$ cat config.mk
export PLATFORM = sky130hd
export DESIGN_NAME = branch_resolve_unit
export DESIGN_NICKNAME = d
export VERILOG_FILES = /design/src/rtl/branch_resolve_unit.sv
export SDC_FILE = /design/constraint.sdc
export NUM_CORES = 1
export LEC_CHECK = 0
export CORE_ASPECT_RATIO = 2
export CORE_MARGIN = 1
export CORE_UTILIZATION = 50
export CTS_CLUSTER_SIZE = 16
export DETAILED_ROUTE_END_ITERATION = 16
export PLACE_DENSITY = 0.78
export SLEW_MARGIN = 20
export SYNTH_ARGS = -nofsm -noshare
export SYNTH_HDL_FRONTEND = slang
export SYNTH_SLANG_ARGS = --single-unit
$ cat constraint.sdc
create_clock -name clk -period 4.4 [get_ports clk]
set_clock_uncertainty 0.05 [all_clocks]
set_input_delay 0.88 -clock clk [delete_from_list [all_inputs] [get_ports clk]]
set_output_delay 0.88 -clock clk [all_outputs]
set_load 0.005 [all_outputs]
$ cat src/rtl/branch_resolve_unit.sv
// rtl/branch_resolve_unit.sv - IF/ID/EX branch tracking, EX resolution, redirect/flush and perf counters
// Predictions ride down the pipe with each instruction and are compared against the resolved next PC in EX.
module branch_resolve_unit #(
  parameter int CNT_WIDTH = 32
) (
  input  logic                 clk,
  input  logic                 rst,
  input  logic                 IM_stall,
  input  logic                 DM_stall,
  input  logic                 hazardStall,
  input  logic [15:0]          fetchPc,
  input  logic                 fetchHit,
  input  logic [15:0]          fetchTarget,
  input  logic [1:0]           idBranchType,
  input  logic                 exCondTrue,
  input  logic [15:0]          exComputedTarget,
  output logic [1:0]           exBranchType,
  output logic                 exTaken,
  output logic [15:0]          exPc,
  output logic [15:0]          exTarget,
  output logic                 redirect,
  output logic [15:0]          redirectPc,
  output logic                 flush,
  output logic [CNT_WIDTH-1:0] branchCnt,
  output logic [CNT_WIDTH-1:0] mispredCnt
);

  localparam logic [CNT_WIDTH-1:0] CNT_ONE = {{(CNT_WIDTH-1){1'b0}}, 1'b1};
  localparam logic [CNT_WIDTH-1:0] CNT_MAX = {CNT_WIDTH{1'b1}};

  logic                 r_ifid_valid;
  logic [15:0]          r_ifid_pc;
  logic                 r_ifid_pred_taken;
  logic [15:0]          r_ifid_pred_target;
  logic                 r_idex_valid;
  logic [15:0]          r_idex_pc;
  logic                 r_idex_pred_taken;
  logic [15:0]          r_idex_pred_target;
  logic [1:0]           r_idex_type;
  logic [CNT_WIDTH-1:0] r_branch_cnt;
  logic [CNT_WIDTH-1:0] r_mispred_cnt;

  logic        w_gstall;
  logic        w_act_taken;
  logic [15:0] w_pc_plus4;
  logic [15:0] w_act_next;
  logic [15:0] w_pred_next;
  logic        w_mispred;
  logic        w_cnt_en;
  logic        w_kill;

  assign w_gstall = IM_stall | DM_stall;

  always_comb begin
    w_act_taken = 1'b0;
    case (r_idex_type)
      2'b01, 2'b11: w_act_taken = 1'b1;
      2'b10:        w_act_taken = exCondTrue;
      default:      w_act_taken = 1'b0;
    endcase
  end

  assign w_pc_plus4  = r_idex_pc + 16'd4;
  assign w_act_next  = w_act_taken ? exComputedTarget : w_pc_plus4;
  assign w_pred_next = r_idex_pred_taken ? r_idex_pred_target : w_pc_plus4;
  // Comparing full next-PCs catches wrong targets as well as wrong directions.
  assign w_mispred   = r_idex_valid & (w_act_next != w_pred_next);
  assign w_kill      = w_mispred & ~w_gstall;
  assign w_cnt_en    = ~w_gstall & r_idex_valid & (r_idex_type != 2'b00);

  assign redirect     = w_kill;
  assign flush        = w_kill;
  assign redirectPc   = w_act_next;
  // JALR targets are register-dependent, so they never train the predictor.
  assign exBranchType = (r_idex_valid && (r_idex_type == 2'b01 || r_idex_type == 2'b10)) ? r_idex_type : 2'b00;
  assign exTaken      = w_act_taken;
  assign exPc         = r_idex_pc;
  assign exTarget     = exComputedTarget;
  assign branchCnt    = r_branch_cnt;
  assign mispredCnt   = r_mispred_cnt;

  always_ff @(posedge clk) begin
    if (!rst) begin
      r_ifid_valid       <= 1'b0;
      r_ifid_pc          <= 16'd0;
      r_ifid_pred_taken  <= 1'b0;
      r_ifid_pred_target <= 16'd0;
      r_idex_valid       <= 1'b0;
      r_idex_pc          <= 16'd0;
      r_idex_pred_taken  <= 1'b0;
      r_idex_pred_target <= 16'd0;
      r_idex_type        <= 2'b00;
      r_branch_cnt       <= '0;
      r_mispred_cnt      <= '0;
    end else if (!w_gstall) begin
      if (w_cnt_en) begin
        if (r_branch_cnt != CNT_MAX) r_branch_cnt <= r_branch_cnt + CNT_ONE;
        if (w_mispred && r_mispred_cnt != CNT_MAX) r_mispred_cnt <= r_mispred_cnt + CNT_ONE;
      end
      if (w_kill) begin
        r_ifid_valid <= 1'b0;
        r_idex_valid <= 1'b0;
      end else if (hazardStall) begin
        r_idex_valid <= 1'b0;
      end else begin
        r_idex_valid       <= r_ifid_valid;
        r_idex_pc          <= r_ifid_pc;
        r_idex_pred_taken  <= r_ifid_pred_taken;
        r_idex_pred_target <= r_ifid_pred_target;
        r_idex_type        <= idBranchType;
        r_ifid_valid       <= 1'b1;
        r_ifid_pc          <= fetchPc;
        r_ifid_pred_taken  <= fetchHit;
        r_ifid_pred_target <= fetchTarget;
      end
    end
  end

endmodule

### After elaboration in Yosys (flattened, before gate mapping)

Cells that the tools add are included.

| operators by class | value |
|---|---|
| add/sub/neg operators | 3 |
| multiply operators | 0 |
| div/mod/pow operators | 0 |
| order comparisons | 0 |
| eq/ne operators | 7 |
| shift-type cells | 0 |
| muxes and demuxes | 8 |
| bitwise gates (word level) | 8 |
| reductions and logical operators | 9 |

Operator list:

| kind | number |
|---|---|
| 32-bit by 1-bit adder with 32-bit output, second input constant | 2 |
| 32-bit != test, second input constant | 2 |
| 16-bit 2-to-1 mux | 2 |
| 16-bit by 3-bit adder with 16-bit output, second input constant | 1 |
| 16-bit != test | 1 |
| 3-bit AND reduction | 3 |
| 1-bit AND | 4 |
| 2-bit == test, second input constant | 2 |
| 1-bit 2-to-1 mux | 4 |
| 1-bit NOT | 3 |
| 2-bit by 1-bit == test with 1-bit output, second input constant | 1 |
| 1-bit logical AND | 2 |
| 2-bit 2-to-1 mux | 1 |
| 2-bit by 1-bit != test with 1-bit output, second input constant | 1 |
| 1-bit one-hot mux with 2 select lines | 1 |
| 2-bit AND reduction | 1 |
| 2-bit nonzero test | 1 |
| 2-bit OR reduction | 1 |
| 1-bit logical OR | 1 |
| 1-bit OR | 1 |

| storage, ports and cells | value |
|---|---|
| bits in registers | 134 |
| bits in latches | 0 |
| bits in writable memories | 0 |
| bits in read-only memories | 0 |
| bits of input ports | 57 |
| output and inout bits | 117 |
| memories | 0 |

### Depth between registers and ports, before layout

| depth | value |
|---|---|
| depth in word-level cells | 9 |
| gate-level depth with buffers | 15 |

### Least setup slack after synthesis

Ideal clock, no wire load.

| timing path | value |
|---|---|
| path type | input -> output |
| start | input exCondTrue |
| end | output redirect |
| data arrival time | 3.136 ns |
| required time | 3.470 ns |
| path slack | 0.334 ns |
| cell stages on the path | 11 |
| buffers on the path | 3 |
| cell sequence | a211oi_2 > nor3_1 > a31oi_1 > xor2_1 > o21a_1 > or4b_1 > nor3_2 > buf_4 > buf_4 > nor2_1 > buf_4 |

| on the way | value |
|---|---|
| longest elaborated chain between the ends | 5 |

Ends and longest elaborated chain:

| item | RTL line | RTL |
|---|---|---|
| from (decl) | 15 | `input logic exCondTrue,` |
| 1-bit one-hot mux with 2 select lines | 56 | `case (r_idex_type)` |
| 16-bit 2-to-1 mux | 64 | `assign w_act_next = w_act_taken ? exComputedTarget : w_pc_plus4;` |
| named net redirectPc[7] | 22 | `output logic [15:0] redirectPc,` |
| 16-bit != test | 67 | `assign w_mispred = r_idex_valid & (w_act_next != w_pred_next);` |
| 1-bit AND | 67 |  |
| 1-bit AND | 68 | `assign w_kill = w_mispred & ~w_gstall;` |
| to (decl) | 21 | `output logic redirect,` |

The timed path passes the listed nets, and every way through them passes these cells.

### Worst setup path after layout

| timing path | value |
|---|---|
| start | input exCondTrue |
| end | output redirect |

| on the way | value |
|---|---|
| longest elaborated chain between the ends | 5 |

Ends and longest elaborated chain:

| item | RTL line |
|---|---|
| 1-bit one-hot mux with 2 select lines | 56 |
| 16-bit 2-to-1 mux | 64 |
| 16-bit != test | 67 |
| 1-bit AND | 67 |
| 1-bit AND | 68 |

No other way between the ends.

==> results.md <==
- Number of filler instances in the final layout: 1,136
- Sequential share of power: 0.423
- Maximum number of pins on one net before global-route repair: 92
- Core footprint: 14,000 um2
- Endpoint of the lowest-slack register-to-register path: exPc[5]
- Fraction of power spent switching nets: 0.242
- Cell area after technology mapping: 7190 um2
- Net count of the mapped netlist: 932
- Number of levels the H-tree was split into: 4
- PnR worst setup slack: -0.0557 ns
- Number of design-rule violations left by the first detailed-router iteration: 286
- Maximum clock path buffer count: 2
- Clock insertion delay at the later pin of the skew report: 0.42 ns
- Num CTS Buffers: 17
- Proportion of register bits with asynchronous set or reset after synthesis: 0
- Sort of element at the start of the critical path: input pin
- Top cell type's share of synthesized area: 0.373
- Net load switching power: 0.704 mW
- GRT Util Overall: 0.280
- Clk sinks: 134
- Number of nets still failing antenna checks after routing: 0
- Number of antenna violations at the first check in global routing: 0
- Most used flip-flop cell after synthesis: sky130_fd_sc_hd__dfxtp_1
- Leading post-synthesis cells by cell area: sky130_fd_sc_hd__dfxtp_1, sky130_fd_sc_hd__mux2i_1, sky130_fd_sc_hd__nand2_1, sky130_fd_sc_hd__xor2_1, sky130_fd_sc_hd__xnor2_1
- Syn. warnings: 0
- Clock Tree Root: sky130_fd_sc_hd__clkbuf_16
- Design area: 9990 um2
- Critical Path Sink: redirect
- Total of max-cap violations: 0
- Tightest Pin Transition: 0.733 ns
- Via count of the first global-routing pass: 6,553
- Sum of net half-perimeters after detailed placement: 14.7 mm
- Logic depth of the worst register-to-register path: 16
- Final Slew Violations: 0
- Failing checks: negative setup slack
- Total length of routed wires: 20.5 mm
- Cell types with the highest counts after synthesis: sky130_fd_sc_hd__nand2_1, sky130_fd_sc_hd__dfxtp_1, sky130_fd_sc_hd__mux2i_1
- Distinct cell type count of the synthesized netlist: 58
- Final Hold Violating Endpoints: 0
- Clock-pin slew on the worst setup and hold paths: 0.06 ns
- Die Outline Area: 14,900 um2
- P_leak: 4.02 nW
- Internal Pwr Total: 2.21 mW
- Required time of the critical path: 3.47 ns
- Startpoint of the lowest-slack register-to-register path: r_idex_type[0]
- Worst-path maximum fanout: 3
- Worst relative slew slack: 0.508
- Final Wtd Congestion: 0.988
- Path category of the worst min-delay check: flip-flop to flip-flop
- Final critical path time including I/O delays and setup: 4.46 ns
- Count of buffers from port buffering: 173
- Most repeated cell in the gate-level netlist after synthesis: sky130_fd_sc_hd__nand2_1
- Clock tree from TritonCTS: yes
- Syn_area_per_cell: 8.28 um2
- Routed via count: 6,846
- Area leader, netlist: sky130_fd_sc_hd__dfxtp_1
- I/O pin count: 174
- Post-place instance area: 9160 um2
- Unrepaired setup endpoints after global routing: true
- Power per cell area: 292 nW/um2
- Peak-usage layer in the global routing report: met2
- Sequential element share of the synthesized area: 0.373
- Start point of the critical path: exCondTrue
- Number of enable flip-flop cells after synthesis: 0
- Overall die width: 86.8 um
- Met2 capacity usage during global routing: 0.531
- Final period util: 1.01
- Worst ir drop on vdd: 0.290 mV
- Status: finished with violations
- Arrival @ worst endpoint: 3.53 ns
- Number of cells produced by synthesis: 868
- Maximum clock frequency: 0.224 GHz
- Met3 usage in global routing: 0.0590
- Critical path capture point type: output port
- Chip Height: 172 um
- Final-layout worst hold slack: 0.412 ns
- Met1 usage in global routing: 0.267
- Number of detailed-routing iterations run before antenna repair: 5
- Per-cell routed wire length: 16.3 um
- Starting Density: 0.515
- Syn-to-layout area delta: 38.9%
- Clock network power share: 0.500
- Critical Setup Path Class: input pin to output port
- Vias per std cell: 5.45
- Flip-flop and latch count after synthesis: 134
- Antenna cells: 0
- Final setup vio count: 2
- Register-to-Register Setup Slack: 0.70 ns
- Total DRC errors in the routed layout: 0
- Total number of placement rows: 61
- Combinational group share of total power: 0.076
- Net count, final: 1,117
- Layout cell share with drive strength beyond 1: 0.108
- GRT overflow: 0
- Wire length of the first global-routing pass: 32.1 mm
-- registers in the layout, summed over array words and instances (netlist names) --
register / cells
mispredCnt: 32
r_idex_pred_taken: 1
r_idex_pred_target: 16
branchCnt: 32
r_ifid_valid: 1
r_idex_valid: 1
exPc: 16
r_idex_type: 2
r_ifid_pred_taken: 1
r_ifid_pred_target: 16
r_ifid_pc: 16
-- per-stage QoR --
stage	total power [mW]	utilization	setup TNS [ns]	setup WS, ns	cells
2_1_floorplan	1.37	-	0	0.334	868
3_3_place_gp	1.47	0.656	-0.560	-0.281	1205
3_5_place_dp	1.48	0.656	-0.613	-0.307	1205
4_1_cts	2.93	0.709	0	0.00450	1251
5_1_grt	3.01	0.715	-0.235	-0.118	1255
6_report	2.92	0.715	-0.111	-0.0557	1255
-- metal layers --
layer	up-vias	part of all wire
met4	0	0.050
met1	3202	0.35
li1	3363	-
met2	233	0.55
met3	48	0.052
met5	-	0
-- final cells by class --
type	instances	area, um2	share of cell area
well taps	189	236	0.0237
clock inverters	13	159	0.0159
inverters	20	75.1	0.00752
flip-flops and latches	134	2690	0.269
clock buffers	19	443	0.0443
multi-input cells	647	4170	0.417
repair buffers	233	2220	0.222
-- worst max-delay path: stages --
cell,delay [ns]
sky130_fd_sc_hd__dlygate4sd2_1,0.26
sky130_fd_sc_hd__a211oi_2,0.27
sky130_fd_sc_hd__buf_4,0.16
sky130_fd_sc_hd__buf_4,0.11
sky130_fd_sc_hd__nor3_1,0.04
sky130_fd_sc_hd__a31oi_1,0.26
sky130_fd_sc_hd__xor2_1,0.11
sky130_fd_sc_hd__o21a_1,0.19
sky130_fd_sc_hd__or4b_4,0.52
sky130_fd_sc_hd__nor3_4,0.18
sky130_fd_sc_hd__nor2_2,0.09
sky130_fd_sc_hd__clkdlybuf4s50_1,0.45
-- layout by cell type (no fill, tap or decap), types with 3 or more instances in the layout --
cell / n
sky130_fd_sc_hd__nor2_1: 43
sky130_fd_sc_hd__and2_1: 11
sky130_fd_sc_hd__dfxtp_1: 128
sky130_fd_sc_hd__buf_4: 58
sky130_fd_sc_hd__dfxtp_2: 6
sky130_fd_sc_hd__or4_1: 6
sky130_fd_sc_hd__o21ai_0: 18
sky130_fd_sc_hd__nand2b_1: 23
sky130_fd_sc_hd__xnor2_1: 25
sky130_fd_sc_hd__clkbuf_16: 17
sky130_fd_sc_hd__clkdlybuf4s50_1: 171
sky130_fd_sc_hd__and4_1: 7
sky130_fd_sc_hd__mux2i_1: 94
sky130_fd_sc_hd__o21ai_1: 3
sky130_fd_sc_hd__a31oi_1: 3
sky130_fd_sc_hd__buf_12: 3
sky130_fd_sc_hd__inv_6: 5
sky130_fd_sc_hd__nor3_1: 28
sky130_fd_sc_hd__nand3_1: 30
sky130_fd_sc_hd__or3_1: 9
sky130_fd_sc_hd__o31ai_1: 8
sky130_fd_sc_hd__nor4_1: 10
sky130_fd_sc_hd__xor2_1: 37
sky130_fd_sc_hd__a21oi_1: 28
sky130_fd_sc_hd__o311ai_0: 3
sky130_fd_sc_hd__inv_1: 18
sky130_fd_sc_hd__nand4_1: 18
sky130_fd_sc_hd__and3_1: 13
sky130_fd_sc_hd__ha_1: 7
sky130_fd_sc_hd__nand2_1: 179
-- what timing repair did --
action                                  CTS  global route
pin swaps                                 7             7
endpoints found under the setup margin    2             2
resized for setup                        14            12
hold buffers                              0             0
endpoints found under the hold margin     0             0
buffers inserted                         14             4
-- power by group through the flow --
stage | clock, mW | sequential (mW) | combinational, mW
2_1_floorplan | 0 | 1.26 | 0.114
3_3_place_gp | 0 | 1.26 | 0.213
3_5_place_dp | 0 | 1.26 | 0.215
4_1_cts | 1.48 | 1.23 | 0.220
5_1_grt | 1.53 | 1.23 | 0.243
6_report | 1.46 | 1.23 | 0.223
-- how the worst min path moves through the flow --
| stage | startpoint | to | slack (ns) | depth (start not counted) |
|---|---|---|---|---|
| finish | r_ifid_pc[10] | exPc[10] | 0.41 | 2 |
| global route | r_ifid_pc[14] | exPc[14] | 0.43 | 2 |
| CTS | r_ifid_pc[7] | exPc[7] | 0.41 | 2 |
| detailed placement | r_ifid_pc[7] | exPc[7] | 0.41 | 2 |
| global placement | r_ifid_pred_target[2] | r_idex_pred_target[2] | 0.40 | 2 |
| floorplan | r_ifid_pc[0] | exPc[0] | 0.39 | 2 |
-- cell families (layout without fill, tap and decap cells) --
group / count (synthesis) / after routing / synth area share
fa+ha+maj: 7 / 7 / 0.0122
xor+xnor: 64 / 64 / 0.0820
mux: 94 / 94 / 0.131
simple gates: 393 / 393 / 0.262
flops: 134 / 134 / 0.373
compound gates: 89 / 89 / 0.0795
buf+inv: 87 / 285 / 0.0606
(Power assumes the default switching activity.)
==> RTL edit 1, RTL diff (config.mk and constraints unchanged) <==
Set the parameter `CNT_WIDTH` to 48 (it was 32).
--- a/src/rtl/branch_resolve_unit.sv
+++ b/src/rtl/branch_resolve_unit.sv
@@ -1,7 +1,7 @@
 // rtl/branch_resolve_unit.sv - IF/ID/EX branch tracking, EX resolution, redirect/flush and perf counters
 // Predictions ride down the pipe with each instruction and are compared against the resolved next PC in EX.
 module branch_resolve_unit #(
-  parameter int CNT_WIDTH = 32
+  parameter int CNT_WIDTH = 48
 ) (
   input  logic                 clk,
   input  logic                 rst,
Ports: changed (resized branchCnt and mispredCnt); port bits go from 174 to 206. No check against the original RTL was run, so the function may have changed too.
==> RTL edit 1 against the unedited design <==
The run still ends with setup timing left; area after synthesis increased by 25%; worst setup slack improved by 0.045 ns; total power grew 14%; design area increased by 18%; sequential cell count up 32; sequential power up 24%; hold slack worse by 0.0086 ns; global-route usage shrank 0.40 points; wire length grew 25%; critical path type unchanged; largest power group unchanged.
==> RTL edit 1: results (changes against the unedited design) <==
failing checks=setup timing (unchanged); Distinct cells, synth=67 (was 58); Port Buffer Count=205 (was 173); gp weighted congestion=0.945 (was 0.988); NumNets Final=1355 (was 1117); Synth top cells by count=166 x dfxtp_1, 137 x nand2_1, 118 x nand3_1 (was 180 x nand2_1, 134 x dfxtp_1, 94 x mux2i_1); vias in the first global route=8271 (was 6553); drt first pass iters=6 (was 5); mean routed wirelength per cell=16.9 um (was 16.3 um); Detailed Place HPWL=18.6 mm (was 14.7 mm); Crit path largest cell delay=0.48 ns (was 0.52 ns); FF-to-FF Start=exPc[3] (was r_idex_type[0]); first-pass GRT wire length=40.9 mm (was 32.1 mm); net count after synthesis=1183 (was 932); final worst slack=-0.0106 ns (was -0.0557 ns); share of cells above drive strength 1=7.82% (was 10.8%); Inst Count DP=1475 (was 1205); status=finished with violations (unchanged); Worst Min Path Start=r_ifid_pc[7] (was r_ifid_pc[10]); sequential share of the synthesized area=37.1% (was 37.3%); flop2flop setup slack=0.75 ns (was 0.70 ns); # setup viols final=2 (unchanged); Leakage=4.10 nW (was 4.02 nW); Area after DPL=11100 um2 (was 9160 um2); Arr. time, crit path=3.48 ns (was 3.53 ns)
-- RTL edit 1: cell types whose count changed in the layout (fill, tap and decap cells not counted), moves of 32 or more --
cell	delta
clkdlybuf4s50_1	+32
dfxtp_1	+38
mux2i_1	-75
nand2_1	-42
nand3_1	+88
o21ai_0	+74
-- RTL edit 1: timing repair --
item | CTS | global route
endpoints found under the setup margin | 2 | 2
buffers inserted | 6 | 1
pin swaps | 8 | 3
gates resized for setup | 8 | 1
-- RTL edit 1: cell type report --
| cell class | count | area (um2) | area share, % |
|---|---|---|---|
| inverter | 18 | 67.6 | 0.571 |
| clock buffer | 21 | 480 | 4.06 |
| tap | 210 | 263 | 2.22 |
| multi-input combinational | 839 | 5130 | 43.4 |
| timing repair buffer | 249 | 2420 | 20.5 |
| sequential | 166 | 3320 | 28.1 |
| clock inverter | 11 | 139 | 1.17 |
-- RTL edit 1: final timing paths --
check | endpoint | cells past startpoint
worst min register to register | exPc[7] | 2
worst max register to register | mispredCnt[9] | 11
worst min-delay path | exPc[7] | 2
worst max-delay path | redirect | 10
-- RTL edit 1: cells by family after synthesis --
family | Yosys count | synth area share, %
AND/OR/NAND/NOR | 528 | 30.6
multiplexers | 20 | 2.25
XOR/XNOR | 76 | 8.08
flip-flops | 166 | 37.1
adder cells (fa/ha/maj) | 7 | 0.978
AO/OA/AOI/OAI | 208 | 14.9
buffers and inverters | 114 | 6.00
-- RTL edit 1: through the flow --
| stage | hold WS [ns] | util [%] | worst slack [ns] |
|---|---|---|---|
| after floorplan | 0.386 | - | 0.307 |
| after global placement | 0.391 | 64.1 | -0.103 |
| after detailed placement | 0.402 | 64.1 | -0.186 |
| after CTS | 0.407 | 68.1 | 0.0187 |
| after global routing | 0.431 | 68.1 | -0.128 |
| final | 0.403 | 68.1 | -0.0106 |
-- RTL edit 1: worst max-delay path, delay by kind of cell --
| kind | cells | cell delay [ns] |
|---|---|---|
| AND/OR/NAND/NOR | 6 | 1.18 |
| buffers and inverters | 2 | 0.89 |
| AO/OA/AOI/OAI | 1 | 0.36 |
| XOR/XNOR | 1 | 0.16 |
-- RTL edit 1: report_power, final --
group | internal, mW | switching [mW] | leakage, nW
combinational | 0.111 | 0.123 | 2.46
sequential | 1.52 | 0.0104 | 1.34
clock | 0.909 | 0.647 | 0.299
-- RTL edit 1: per-layer routing --
layer / routed length (um) / share of wire [%] / GRT usage (%)
met2: 13700 / 54 / 51.8
met5: 0 / 0 / 0
met3: 1050 / 4.1 / 3.77
met1: 9480 / 37 / 28.1
met4: 1400 / 5.4 / 17.9
==> RTL edit 2, RTL diff (config.mk and constraints unchanged) <==
Without the edit above. Register the inputs `fetchTarget` and `exComputedTarget` before use, cleared by the reset. The logic sees them one clock later. The other inputs are not delayed to match.
--- a/src/rtl/branch_resolve_unit.sv
+++ b/src/rtl/branch_resolve_unit.sv
@@ -27,6 +27,19 @@
 
   localparam logic [CNT_WIDTH-1:0] CNT_ONE = {{(CNT_WIDTH-1){1'b0}}, 1'b1};
   localparam logic [CNT_WIDTH-1:0] CNT_MAX = {CNT_WIDTH{1'b1}};
+
+  logic [15:0] fetchTarget_q;
+  logic [15:0] exComputedTarget_q;
+
+  always_ff @(posedge clk) begin
+    if (!rst) begin
+      fetchTarget_q      <= '0;
+      exComputedTarget_q <= '0;
+    end else begin
+      fetchTarget_q      <= fetchTarget;
+      exComputedTarget_q <= exComputedTarget;
+    end
+  end
 
   logic                 r_ifid_valid;
   logic [15:0]          r_ifid_pc;
@@ -61,7 +74,7 @@
   end
 
   assign w_pc_plus4  = r_idex_pc + 16'd4;
-  assign w_act_next  = w_act_taken ? exComputedTarget : w_pc_plus4;
+  assign w_act_next  = w_act_taken ? exComputedTarget_q : w_pc_plus4;
   assign w_pred_next = r_idex_pred_taken ? r_idex_pred_target : w_pc_plus4;
   // Comparing full next-PCs catches wrong targets as well as wrong directions.
   assign w_mispred   = r_idex_valid & (w_act_next != w_pred_next);
@@ -75,7 +88,7 @@
   assign exBranchType = (r_idex_valid && (r_idex_type == 2'b01 || r_idex_type == 2'b10)) ? r_idex_type : 2'b00;
   assign exTaken      = w_act_taken;
   assign exPc         = r_idex_pc;
-  assign exTarget     = exComputedTarget;
+  assign exTarget     = exComputedTarget_q;
   assign branchCnt    = r_branch_cnt;
   assign mispredCnt   = r_mispred_cnt;
 
@@ -111,7 +124,7 @@
         r_ifid_valid       <= 1'b1;
         r_ifid_pc          <= fetchPc;
         r_ifid_pred_taken  <= fetchHit;
-        r_ifid_pred_target <= fetchTarget;
+        r_ifid_pred_target <= fetchTarget_q;
       end
     end
   end
Function: changed (a bounded check fails within 4 cycles, from zero or initial values and one cycle with rst low).
==> RTL edit 2 against the unedited design <==
Critical path depth fell by 2; worst setup slack better by 0.20 ns; wire length down 7.5%; critical path type is now reg -> out; count of clock-buffer cells in the layout is the same; sequential cell count grew 32; area after synthesis up 7.3%; design area grew 1.5%; total power is 6.3% higher; largest power group is now sequential cells; hold slack got worse by 0.026 ns; clock power decreased by 7%.
==> RTL edit 2: results (changes against the unedited design) <==
vias in the first global route=6500 (was 6553); slowest stage cell, crit path=clkdlybuf4s50_1 (was or4b_4); GR Util All Layers=24.1% (was 28.0%); largest cells by area after synthesis=dfxtp_1 43%, mux2i_1 9.9%, nand2_1 7.3%, xnor2_1 5.0%, a21oi_1 3.2% (was dfxtp_1 37%, mux2i_1 13%, nand2_1 9.4%, xor2_1 4.5%, xnor2_1 3.0%); drt first pass iters=5 (unchanged); Net Switching=0.719 mW (was 0.704 mW); Arr. time, crit path=3.33 ns (was 3.53 ns); Distinct cells, synth=56 (was 58); gp weighted congestion=1.01 (was 0.988); Detailed Place HPWL=13.6 mm (was 14.7 mm); Synth top cells by count=166 x dfxtp_1, 150 x nand2_1, 76 x mux2i_1 (was 180 x nand2_1, 134 x dfxtp_1, 94 x mux2i_1); Clock Path Buffers=2 (unchanged); Crit path largest cell delay=0.45 ns (was 0.52 ns); Via density=5.35 (was 5.45); Initial DRC Count=220 (was 286); worst-margin pin slew=0.981 ns (was 0.733 ns); routed wire length=18.9 mm (was 20.5 mm); Filler cells=1233 (was 1136); Area after DPL=9560 um2 (was 9160 um2); Comb pwr share=6.1% (was 7.6%); crit-path max FO=5 (was 3); largest net degree at the start of global routing=154 (was 92); postcts setup bufs=0 (was 14); net count after synthesis=942 (was 932); Peak VDD IR=0.260 mV (was 0.290 mV); sequential share of the synthesized area=43.1% (was 37.3%); Top delay family on crit path=compound AO/OA/AOI/OAI gates (was buffers and inverters); Power Sequential=1.55 mW (was 1.23 mW); status=complete, no violations (was finished with violations); Leakage=3.54 nW (was 4.02 nW); Logic power comb=0.189 mW (was 0.223 mW); Layout Cells excl Fill=1239 (was 1255); NumNets Final=1095 (was 1117); share of cells above drive strength 1=6.13% (was 10.8%); syn_area_per_cell=8.79 um2 (was 8.28 um2); worst slack after detailed placement=0.119 ns (was -0.307 ns); first-pass GRT wire length=30.7 mm (was 32.1 mm)
RTL edit 2: cell count changes after synthesis, sizes merged, moves of 16 or more:
| cell | before | now |
|---|---|---|
| nand2 | 180 | 151 |
| xnor2 | 25 | 44 |
| dfxtp | 134 | 166 |
| mux2i | 94 | 76 |
| a21oi | 29 | 50 |
| nand2b | 23 | 7 |
| nor3 | 29 | 7 |
| or3 | 10 | 27 |
| and2 | 11 | 40 |
RTL edit 2: layer usage:
layer / GRT usage (%) / vias to the layer above / wire, um
met4: 13.0 / 0 / 674
met5: 0 / - / 0
met3: 6.21 / 35 / 882
met1: 23.7 / 3100 / 7210
met2: 45.7 / 163 / 10200
li1: - / 3326 / -
RTL edit 2: area by class of cell:
type	count	area (um2)	share of cell area (%)
Sequential cell	166	3320	32.8
Clock buffer	19	443	4.37
Multi-Input combinational cell	644	4090	40.4
Timing Repair Buffer	186	1880	18.5
Inverter	16	63.8	0.629
Tap cell	195	244	2.41
Clock inverter	13	97.6	0.962
RTL edit 2: cells by family after synthesis:
family                     Yosys count  synth area share (%)
and+or+nand+nor                    374                  23.9
AOI/OAI and AO/OA                  114                  8.82
adders and majority gates            7                  1.14
muxes                               76                  9.86
buffers and inverters               68                  4.40
DFF                                166                  43.1
xor gates and xnor gates            73                  8.84
RTL edit 2: final timing paths:
kind	start	end	slack [ns]	cells after the start
setup / recovery	exPc[3]	redirect	0.14	10
hold / removal	fetchTarget_q[4]	r_ifid_pred_target[4]	0.39	2
setup reg to reg	exPc[3]	exPc[12]	0.90	12
hold reg to reg	fetchTarget_q[4]	r_ifid_pred_target[4]	0.39	2
RTL edit 2: what timing repair did:
action	CTS	global route
hold buffers	0	0
gates resized for setup	0	7
setup endpoints to repair	0	2
hold endpoints to repair	0	0
